**src/rtl/demux_scheduler_if.sv**
```systemverilog
// Handshake bundle between the scheduler, its input FIFO and the class demux.
//   fifo_empty/fifo_head : FWFT input FIFO status and head word
//   fifo_pop             : pop the input FIFO (combinational)
//   data_out/cls/valid   : word, class and push enable toward the demux
//   credit_ret           : bit i = output FIFO i popped this cycle
// The demux class field is named cls because "class" is a reserved word.
interface demux_scheduler_if #(
  parameter int unsigned DATA_W = 12
);
  logic              fifo_empty;
  logic [DATA_W-1:0] fifo_head;
  logic              fifo_pop;
  logic [DATA_W-1:0] data_out;
  logic [1:0]        cls;
  logic              valid;
  logic [3:0]        credit_ret;

  // Environment side: drives the input FIFO and the credit returns.
  modport master (
    output fifo_empty, fifo_head, credit_ret,
    input  fifo_pop, data_out, cls, valid
  );

  // Scheduler side.
  modport slave (
    input  fifo_empty, fifo_head, credit_ret,
    output fifo_pop, data_out, cls, valid
  );
endinterface

```
**src/rtl/demux_scheduler.sv**
```systemverilog
// Credit-based scheduler in front of the 4-way class demux.
// Pops words from an FWFT FIFO and forwards each one with its class, but only
// when the destination output FIFO has a credit; credits come back on pop.
// Ports:
//   clk, reset_L     : clock, asynchronous active-low reset
//   init             : request (re)initialisation
//   cfg_credits      : credits per class, loaded while in INIT
//   bus (slave)      : FIFO / demux / credit-return handshake
//   credits          : credit counters, class i in [i*CW +: CW]
//   state            : RESET=0 INIT=1 IDLE=2 ACTIVE=3 ERROR=4
//   idle, error      : state decodes
module demux_scheduler #(
  parameter int unsigned DATA_W = 12,
  parameter int unsigned DEPTH  = 4,
  parameter int unsigned CW     = 3
) (
  input  logic                 clk,
  input  logic                 reset_L,
  input  logic                 init,
  input  logic [CW-1:0]        cfg_credits,
  demux_scheduler_if.slave     bus,
  output logic [4*CW-1:0]      credits,
  output logic [2:0]           state,
  output logic                 idle,
  output logic                 error
);

  localparam int unsigned NCLS = 4;

  typedef enum logic [2:0] {
    ST_RESET  = 3'd0,
    ST_INIT   = 3'd1,
    ST_IDLE   = 3'd2,
    ST_ACTIVE = 3'd3,
    ST_ERROR  = 3'd4
  } state_e;

  state_e          state_q, state_d;
  logic [CW-1:0]   credit_q [NCLS];
  logic [CW-1:0]   credit_d [NCLS];
  logic [CW-1:0]   cred_max_q;
  logic [CW-1:0]   cfg_clamped;
  logic [1:0]      head_cls;
  logic            pop_c;
  logic [NCLS-1:0] send_vec;
  logic            ovf_c;
  logic            all_max_c;

  assign head_cls = bus.fifo_head[DATA_W-1 -: 2];

  // Zero or out-of-range configurations fall back to the full FIFO depth.
  assign cfg_clamped = (cfg_credits == '0 || cfg_credits > CW'(DEPTH))
                       ? CW'(DEPTH) : cfg_credits;

  // A send needs a credit held at the start of the cycle; a same-cycle
  // return only becomes usable next cycle.
  assign pop_c = (state_q == ST_ACTIVE) & ~init & ~bus.fifo_empty &
                 (credit_q[head_cls] != '0);
  assign bus.fifo_pop = pop_c;

  // One-hot class of the word being sent this cycle.
  always_comb begin
    send_vec = '0;
    if (pop_c) send_vec[head_cls] = 1'b1;
  end

  // Next credit values plus overflow and all-credits-home detection.
  always_comb begin
    ovf_c     = 1'b0;
    all_max_c = 1'b1;
    for (int i = 0; i < int'(NCLS); i++) begin
      credit_d[i] = credit_q[i];
      case (state_q)
        ST_INIT: credit_d[i] = cfg_clamped;
        ST_IDLE, ST_ACTIVE: begin
          // A return into a full counter is a protocol error; the count holds.
          if (bus.credit_ret[i] && !send_vec[i] && credit_q[i] == cred_max_q)
            ovf_c = 1'b1;
          else
            credit_d[i] = credit_q[i] - CW'(send_vec[i]) + CW'(bus.credit_ret[i]);
        end
        default: credit_d[i] = credit_q[i];
      endcase
      if (credit_d[i] != cred_max_q) all_max_c = 1'b0;
    end
  end

  // Next-state logic; init wins over everything, overflow over idle/active moves.
  always_comb begin
    state_d = state_q;
    case (state_q)
      ST_RESET: state_d = ST_INIT;
      ST_INIT:  state_d = init ? ST_INIT : ST_IDLE;
      ST_IDLE: begin
        if (init)                 state_d = ST_INIT;
        else if (ovf_c)           state_d = ST_ERROR;
        else if (!bus.fifo_empty) state_d = ST_ACTIVE;
      end
      ST_ACTIVE: begin
        if (init)                             state_d = ST_INIT;
        else if (ovf_c)                       state_d = ST_ERROR;
        else if (bus.fifo_empty && all_max_c) state_d = ST_IDLE;
      end
      ST_ERROR: if (init) state_d = ST_INIT;
      default:  state_d = ST_RESET;
    endcase
  end

  // State register.
  always_ff @(posedge clk or negedge reset_L) begin
    if (!reset_L) state_q <= ST_RESET;
    else          state_q <= state_d;
  end

  // Credit counters, their configured maximum and the status decodes.
  always_ff @(posedge clk or negedge reset_L) begin
    if (!reset_L) begin
      for (int i = 0; i < int'(NCLS); i++) credit_q[i] <= '0;
      cred_max_q <= '0;
      idle       <= 1'b0;
      error      <= 1'b0;
    end else begin
      for (int i = 0; i < int'(NCLS); i++) credit_q[i] <= credit_d[i];
      if (state_q == ST_INIT) cred_max_q <= cfg_clamped;
      idle  <= (state_d == ST_IDLE);
      error <= (state_d == ST_ERROR);
    end
  end

  // Output word register toward the demux; word/class hold between sends.
  always_ff @(posedge clk or negedge reset_L) begin
    if (!reset_L) begin
      bus.data_out <= '0;
      bus.cls      <= '0;
      bus.valid    <= 1'b0;
    end else begin
      bus.valid <= pop_c;
      if (pop_c) begin
        bus.data_out <= bus.fifo_head;
        bus.cls      <= head_cls;
      end
    end
  end

  for (genvar g = 0; g < int'(NCLS); g++) begin : g_credits
    assign credits[g*CW +: CW] = credit_q[g];
  end

  assign state = 3'(state_q);

endmodule

```
**src/flat_wrapper.sv**
```systemverilog
// flat-port wrapper written by rule: the top's interface ports become plain ports
module demux_scheduler_flat 
#(
  parameter int unsigned DATA_W = 12,
  parameter int unsigned DEPTH  = 4,
  parameter int unsigned CW     = 3
)
  (clk, reset_L, init, cfg_credits, credits, state, idle, error, bus_fifo_empty, bus_fifo_head, bus_credit_ret, bus_fifo_pop, bus_data_out, bus_cls, bus_valid);
  demux_scheduler_if #(.DATA_W(DATA_W)) bus_i ();
  input  logic clk;
  input  logic reset_L;
  input  logic init;
  input  logic [CW-1:0] cfg_credits;
  output logic [4*CW-1:0] credits;
  output logic [2:0] state;
  output logic idle;
  output logic error;
  input wire logic [$bits(bus_i.fifo_empty)-1:0] bus_fifo_empty;
  input wire logic [$bits(bus_i.fifo_head)-1:0] bus_fifo_head;
  input wire logic [$bits(bus_i.credit_ret)-1:0] bus_credit_ret;
  output wire logic [$bits(bus_i.fifo_pop)-1:0] bus_fifo_pop;
  output wire logic [$bits(bus_i.data_out)-1:0] bus_data_out;
  output wire logic [$bits(bus_i.cls)-1:0] bus_cls;
  output wire logic [$bits(bus_i.valid)-1:0] bus_valid;
  assign bus_i.fifo_empty = bus_fifo_empty;
  assign bus_i.fifo_head = bus_fifo_head;
  assign bus_i.credit_ret = bus_credit_ret;
  assign bus_fifo_pop = bus_i.fifo_pop;
  assign bus_data_out = bus_i.data_out;
  assign bus_cls = bus_i.cls;
  assign bus_valid = bus_i.valid;
  demux_scheduler #(.DATA_W(DATA_W), .DEPTH(DEPTH), .CW(CW)) u_core (.clk(clk), .reset_L(reset_L), .init(init), .cfg_credits(cfg_credits), .bus(bus_i), .credits(credits), .state(state), .idle(idle), .error(error));
endmodule
```
**config.mk**
```make
export PLATFORM = sky130hd
export DESIGN_NAME = demux_scheduler_flat
export DESIGN_NICKNAME = d
export VERILOG_FILES = /design/src/rtl/demux_scheduler_if.sv /design/src/rtl/demux_scheduler.sv /design/src/flat_wrapper.sv
export SDC_FILE = /design/constraint.sdc
export NUM_CORES = 1
export LEC_CHECK = 0
export CORE_MARGIN = 2
export CORE_UTILIZATION = 55
export CTS_CLUSTER_SIZE = 14
export DETAILED_ROUTE_END_ITERATION = 12
export PLACE_DENSITY = 0.95
export SLEW_MARGIN = 5
export SYNTH_ARGS = -nofsm -noshare
export SYNTH_HDL_FRONTEND = slang
export SYNTH_SLANG_ARGS = --single-unit
```
**constraint.sdc**
```tcl
create_clock -name clk -period 12.6 [get_ports clk]
set_clock_uncertainty 0.15 [all_clocks]
set_input_delay 3.15 -clock clk [delete_from_list [all_inputs] [get_ports clk]]
set_output_delay 3.15 -clock clk [all_outputs]
set_load 0.02 [all_outputs]
```
Yosys cells after proc, flatten, opt, wreduce, memory -nomap -nowiden --
Cells that the tools add are included.
Word-level totals: flip-flop bits (word level) 35, latch bits 0, RAM bits 0, bits in read-only memories 0, output and inout port bits 33, word-level logic and storage cells 98, memories kept 0
Cells by class: add/sub/neg operators 8, $mul 0, div/mod/pow operators 0, magnitude comparators 4, equal/unequal tests 14, shift operators 0, mux-type cells 36, bitwise logic cells 6, reductions and logical operators 19
Operators by type and width (count):
- $mux W3 | 14
- $pmux W3 S2 | 4
- $pmux W3 S5 | 1
- $mux W1 | 13
- $add A3 B1 Y3 | 4
- $eq A3 B3 Y1 | 4
- $ne A3 B3 Y1 | 4
- $sub A3 B1 Y3 | 4
- $logic_and A1 B1 Y1 | 10
- $eq A3 B2 Y1 const B | 3
- $bmux W3 S2 | 1
- $eq A3 B3 Y1 const B | 2
- $logic_not A3 Y1 | 2
- $logic_not A1 Y1 | 4
- $mux W4 | 1
- $and A1 B1 Y1 | 3
- $eq A3 B1 Y1 const B | 1
- $ge A3 B3 Y1 const B | 1
- $gt A3 B3 Y1 const B | 1
- $lt A2 B3 Y1 const B | 1
- $not A2 Y3 | 1
- $reduce_bool A3 Y1 | 1
- $demux W1 S2 | 1
- $ge A2 B1 Y1 const B | 1
- other kinds (4) | 5

Longest topological paths before layout --
depth in word-level cells 23, mapped depth 17, mapped depth without buffers 16

Worst setup path before layout --
No wires, ideal clock.
path kind input -> output, start input port bus_fifo_head[10], end output port bus_fifo_pop, arrival time 4.478 ns, data required time 9.300 ns, setup slack 4.822 ns, stages on the path 5, cell sequence o41ai_1 > nor2_1 > o21ai_0 > inv_1 > clkbuf_1
On the way: longest elaborated chain between the ends 6
RTL lines:
- start: declaration | line flat_wrapper.sv:19 | input wire logic [$bits(bus_i.fifo_head)-1:0] bus_fifo_head;
- $not A2 Y3 (not written as such) | line demux_scheduler.sv:58 | (credit_q[head_cls] != '0);
- $bmux W3 S2 | line demux_scheduler.sv:58
- $mux W3 (not written as such) (2 in a row) | line demux_scheduler.sv:58
- $reduce_bool A3 Y1 | line demux_scheduler.sv:58
- $and A1 B1 Y1 | line demux_scheduler.sv:57 | assign pop_c = (state_q == ST_ACTIVE) & ~init & ~bus.fifo_empty &
- end: declaration | line flat_wrapper.sv:21 | output wire logic [$bits(bus_i.fifo_pop)-1:0] bus_fifo_pop;
Every way passes these cells. The select of a mux whose other input is x is not followed.

Worst setup path in the final report --
Same ends and word-level chain as after synthesis.

==> qor.csv <==
metric,value,unit
fin_area,3070,um^2
synthToLayoutAreaGrowth,26.0,%
min_from,u_core.bus.data_out[7],
crit_slowest_cell,o41ai_1,
synth.distinct_cells,59,
min_to,u_core.bus.data_out[7],
syn_nets,317,
critPathMostFrequentCell,clkdlybuf4s50_1,
ios,56,
layout_commonest_cell,clkdlybuf4s50_1,
drive_gt1_share,7.88,%
clock_sinks,33,
slew_viol_final,0,
cts_tree,done,
cts_max_path_buffers,2,
syn-cell-area,2440,um^2
grt_max_degree,40,
drc,0,
hold_path.class,register to register,
nets,365,
cp-start-kind,input pin,
firstDrtPassIters,5,
synth-xor-area-share,5.75,%
wl_met3,582,um
worstReg2RegStart,u_core.state[2],
finalSetupTns,0,ps
hold_buffers,0,
crit_required,9300,ps
rsz0062_at_grt,false,
synth_cells,281,
post_cts_resize_count,0,
ys_seq_area_share,33.9,%
cp-end-kind,primary output,
synth.area.mux_share,1.03,%
dpl.hpwl,4.77,mm
critPathLaunch,bus_fifo_head[10],
viasPerCell,6.26,
final_cell_mix,"55 x clkdlybuf4s50_1, 44 x nand2_1, 33 x dfrtp_1",
vdd_ir_drop_max,172,uV
finalSetupViolCount,0,
antenna_cells,0,
yosys_warnings,0,
critPathKind,input pin to primary output,
power,909,uW
cp_cell_sequence,"clkdlybuf4s50_1, o41ai_1, nor2_1, o21ai_0, buf_4, inv_1, clkdlybuf4s50_1",
dieHeight,70.6,um
power_leakage,1.37,nW
vias,2393,
start_util,56.4,%
synthArstFlopShare,100,%
hold_depth,2,
port_buffers,55,
cts-root-buf,clkbuf_8,
ys.flop_type,dfrtp_1,
fmax,110,MHz
gp_congestion,0.876,
drv_cap,0,
clkLatencyLatePin,290,ps
yosys.area_share.simple,26.5,%
rr_endpoint,u_core.state[0],
crit_fanout,14,
dr_wl_met2,3.37,mm
postPlaceCellArea,2950,um^2
antenna_left,0,
synth_fa_ha_area_share,7.91,%
post_cts_buffers,0,
period_needed,9130,ps
drtIter0Drc,340,
reg2reg_slack,7820,ps
coreArea,4320,um^2
power.density,296,nW/um^2
rows,24,
hold_viol,0,
crit_arrival,5830,ps
h-tree-depth,2,
wl_per_cell,17.3,um
met1Wirelength,2.45,mm
clkTransAtPathRegs,70,ps
slowest_delay,690,ps
outcome,completed,
grt_antenna_before_repair,0,
synth.avg_cell_area,8.67,um^2
rr_worst_depth,17,
worst_pin_slew,999,ps
grt_pass1_wl,10.7,mm
synth_compound_area_share,15.0,%
dieArea,4980,um^2
drt-total-wl,6.62,mm
grt-ovfl-total,0,
synth_edf_count,0,
highest_layer,met4,
ys_seq_elements,33,
fin_crit_sh,72.4,%
synth_top_family_by_area,simple AND/OR/NAND/NOR gates,
fp.dieW,70.6,um
grtUsageTotal,27.5,%
cts_buffers,5,
grt_pass1_vias,2318,
max_slew_margin,33.4,%
## state kept, by name (all words and copies together), names as in the netlist
register / count
u_core.bus.cls: 2
u_core.bus.data_out: 10
u_core.bus.valid: 1
u_core.cred_max_q: 3
u_core.credits: 12
u_core.error: 1
u_core.idle: 1
u_core.state: 3
## per-layer routing
| metal | up-vias | track usage [%] |
|---|---|---|
| li1 | 1088 | - |
| met1 | 1128 | 33.8 |
| met2 | 150 | 47.3 |
| met3 | 27 | 4.99 |
| met4 | 0 | 12.6 |
| met5 | - | 0 |
## cell families after synthesis
kind of cell	after synthesis
AOI/OAI and AO/OA	50
buffers and inverters	48
muxes	2
and+or+nand+nor	119
xor gates and xnor gates	16
DFF	33
adders and majority gates	13
## metrics by stage
stage               hold WS, ps  cells  util [%]  setup WS, ps
global placement            313    374      68.3          3760
detailed placement          322    374      68.3          3490
CTS                         337    382      71.0          3550
finish                      333    382      71.0          3470
floorplan                   426    281         -          4820
global route                373    382      71.0          3370
## power breakdown
| part | leakage [nW] | switching [mW] | internal [mW] |
|---|---|---|---|
| combinational | 0.894 | 0.322 | 0.245 |
| clock | 0.0574 | 0.0405 | 0.0643 |
| sequential | 0.416 | 0.0817 | 0.156 |
| total | 1.37 | 0.444 | 0.465 |
## cell type report
| type | count | area [um^2] |
|---|---|---|
| Clock inverter | 2 | 37.5 |
| Inverter | 31 | 118 |
| Clock buffer | 6 | 82.6 |
| Multi-Input combinational cell | 200 | 1370 |
| Sequential cell | 33 | 826 |
| Tap cell | 52 | 65.1 |
| Timing Repair Buffer | 58 | 573 |
| Fill cell | 332 | 1250 |
## synthesized netlist by cell type, drive strengths merged, types with 2 or more instances
cell	instances	share of area [%]
nand2	44	6.8
dfrtp	33	34
inv	30	4.6
nor2	18	2.8
nor3	17	3.7
o21ai	10	2.1
xnor2	10	3.6
ha	9	4.6
buf	8	3.0
clkbuf	7	1.2
o32ai	7	2.5
a21oi	6	1.2
nand3	6	1.2
nor4	6	2.2
xor2	6	2.2
a2111oi	5	1.8
a211oi	5	1.7
and4	4	1.4
fa	4	3.3
or4	4	1.7
nand2b	3	0.77
nand4b	3	1.1
nor4b	3	1.1
o211ai	3	0.92
o41ai	3	1.1
o2111ai	2	0.72
o22ai	2	0.51
or2	2	0.62
## critical path, delay by kind of cell
kind	cells	cell delay, ps
AOI/OAI and AO/OA	2	920
buffers and inverters	4	1600
and+or+nand+nor	1	150
## worst max-delay path by stage
stage                        end  slack [ps]
global placement    bus_fifo_pop        3760
finish              bus_fifo_pop        3470
CTS                 bus_fifo_pop        3550
floorplan           bus_fifo_pop        4820
global route        bus_fifo_pop        3370
detailed placement  bus_fifo_pop        3490
(Power assumes the default switching activity.)
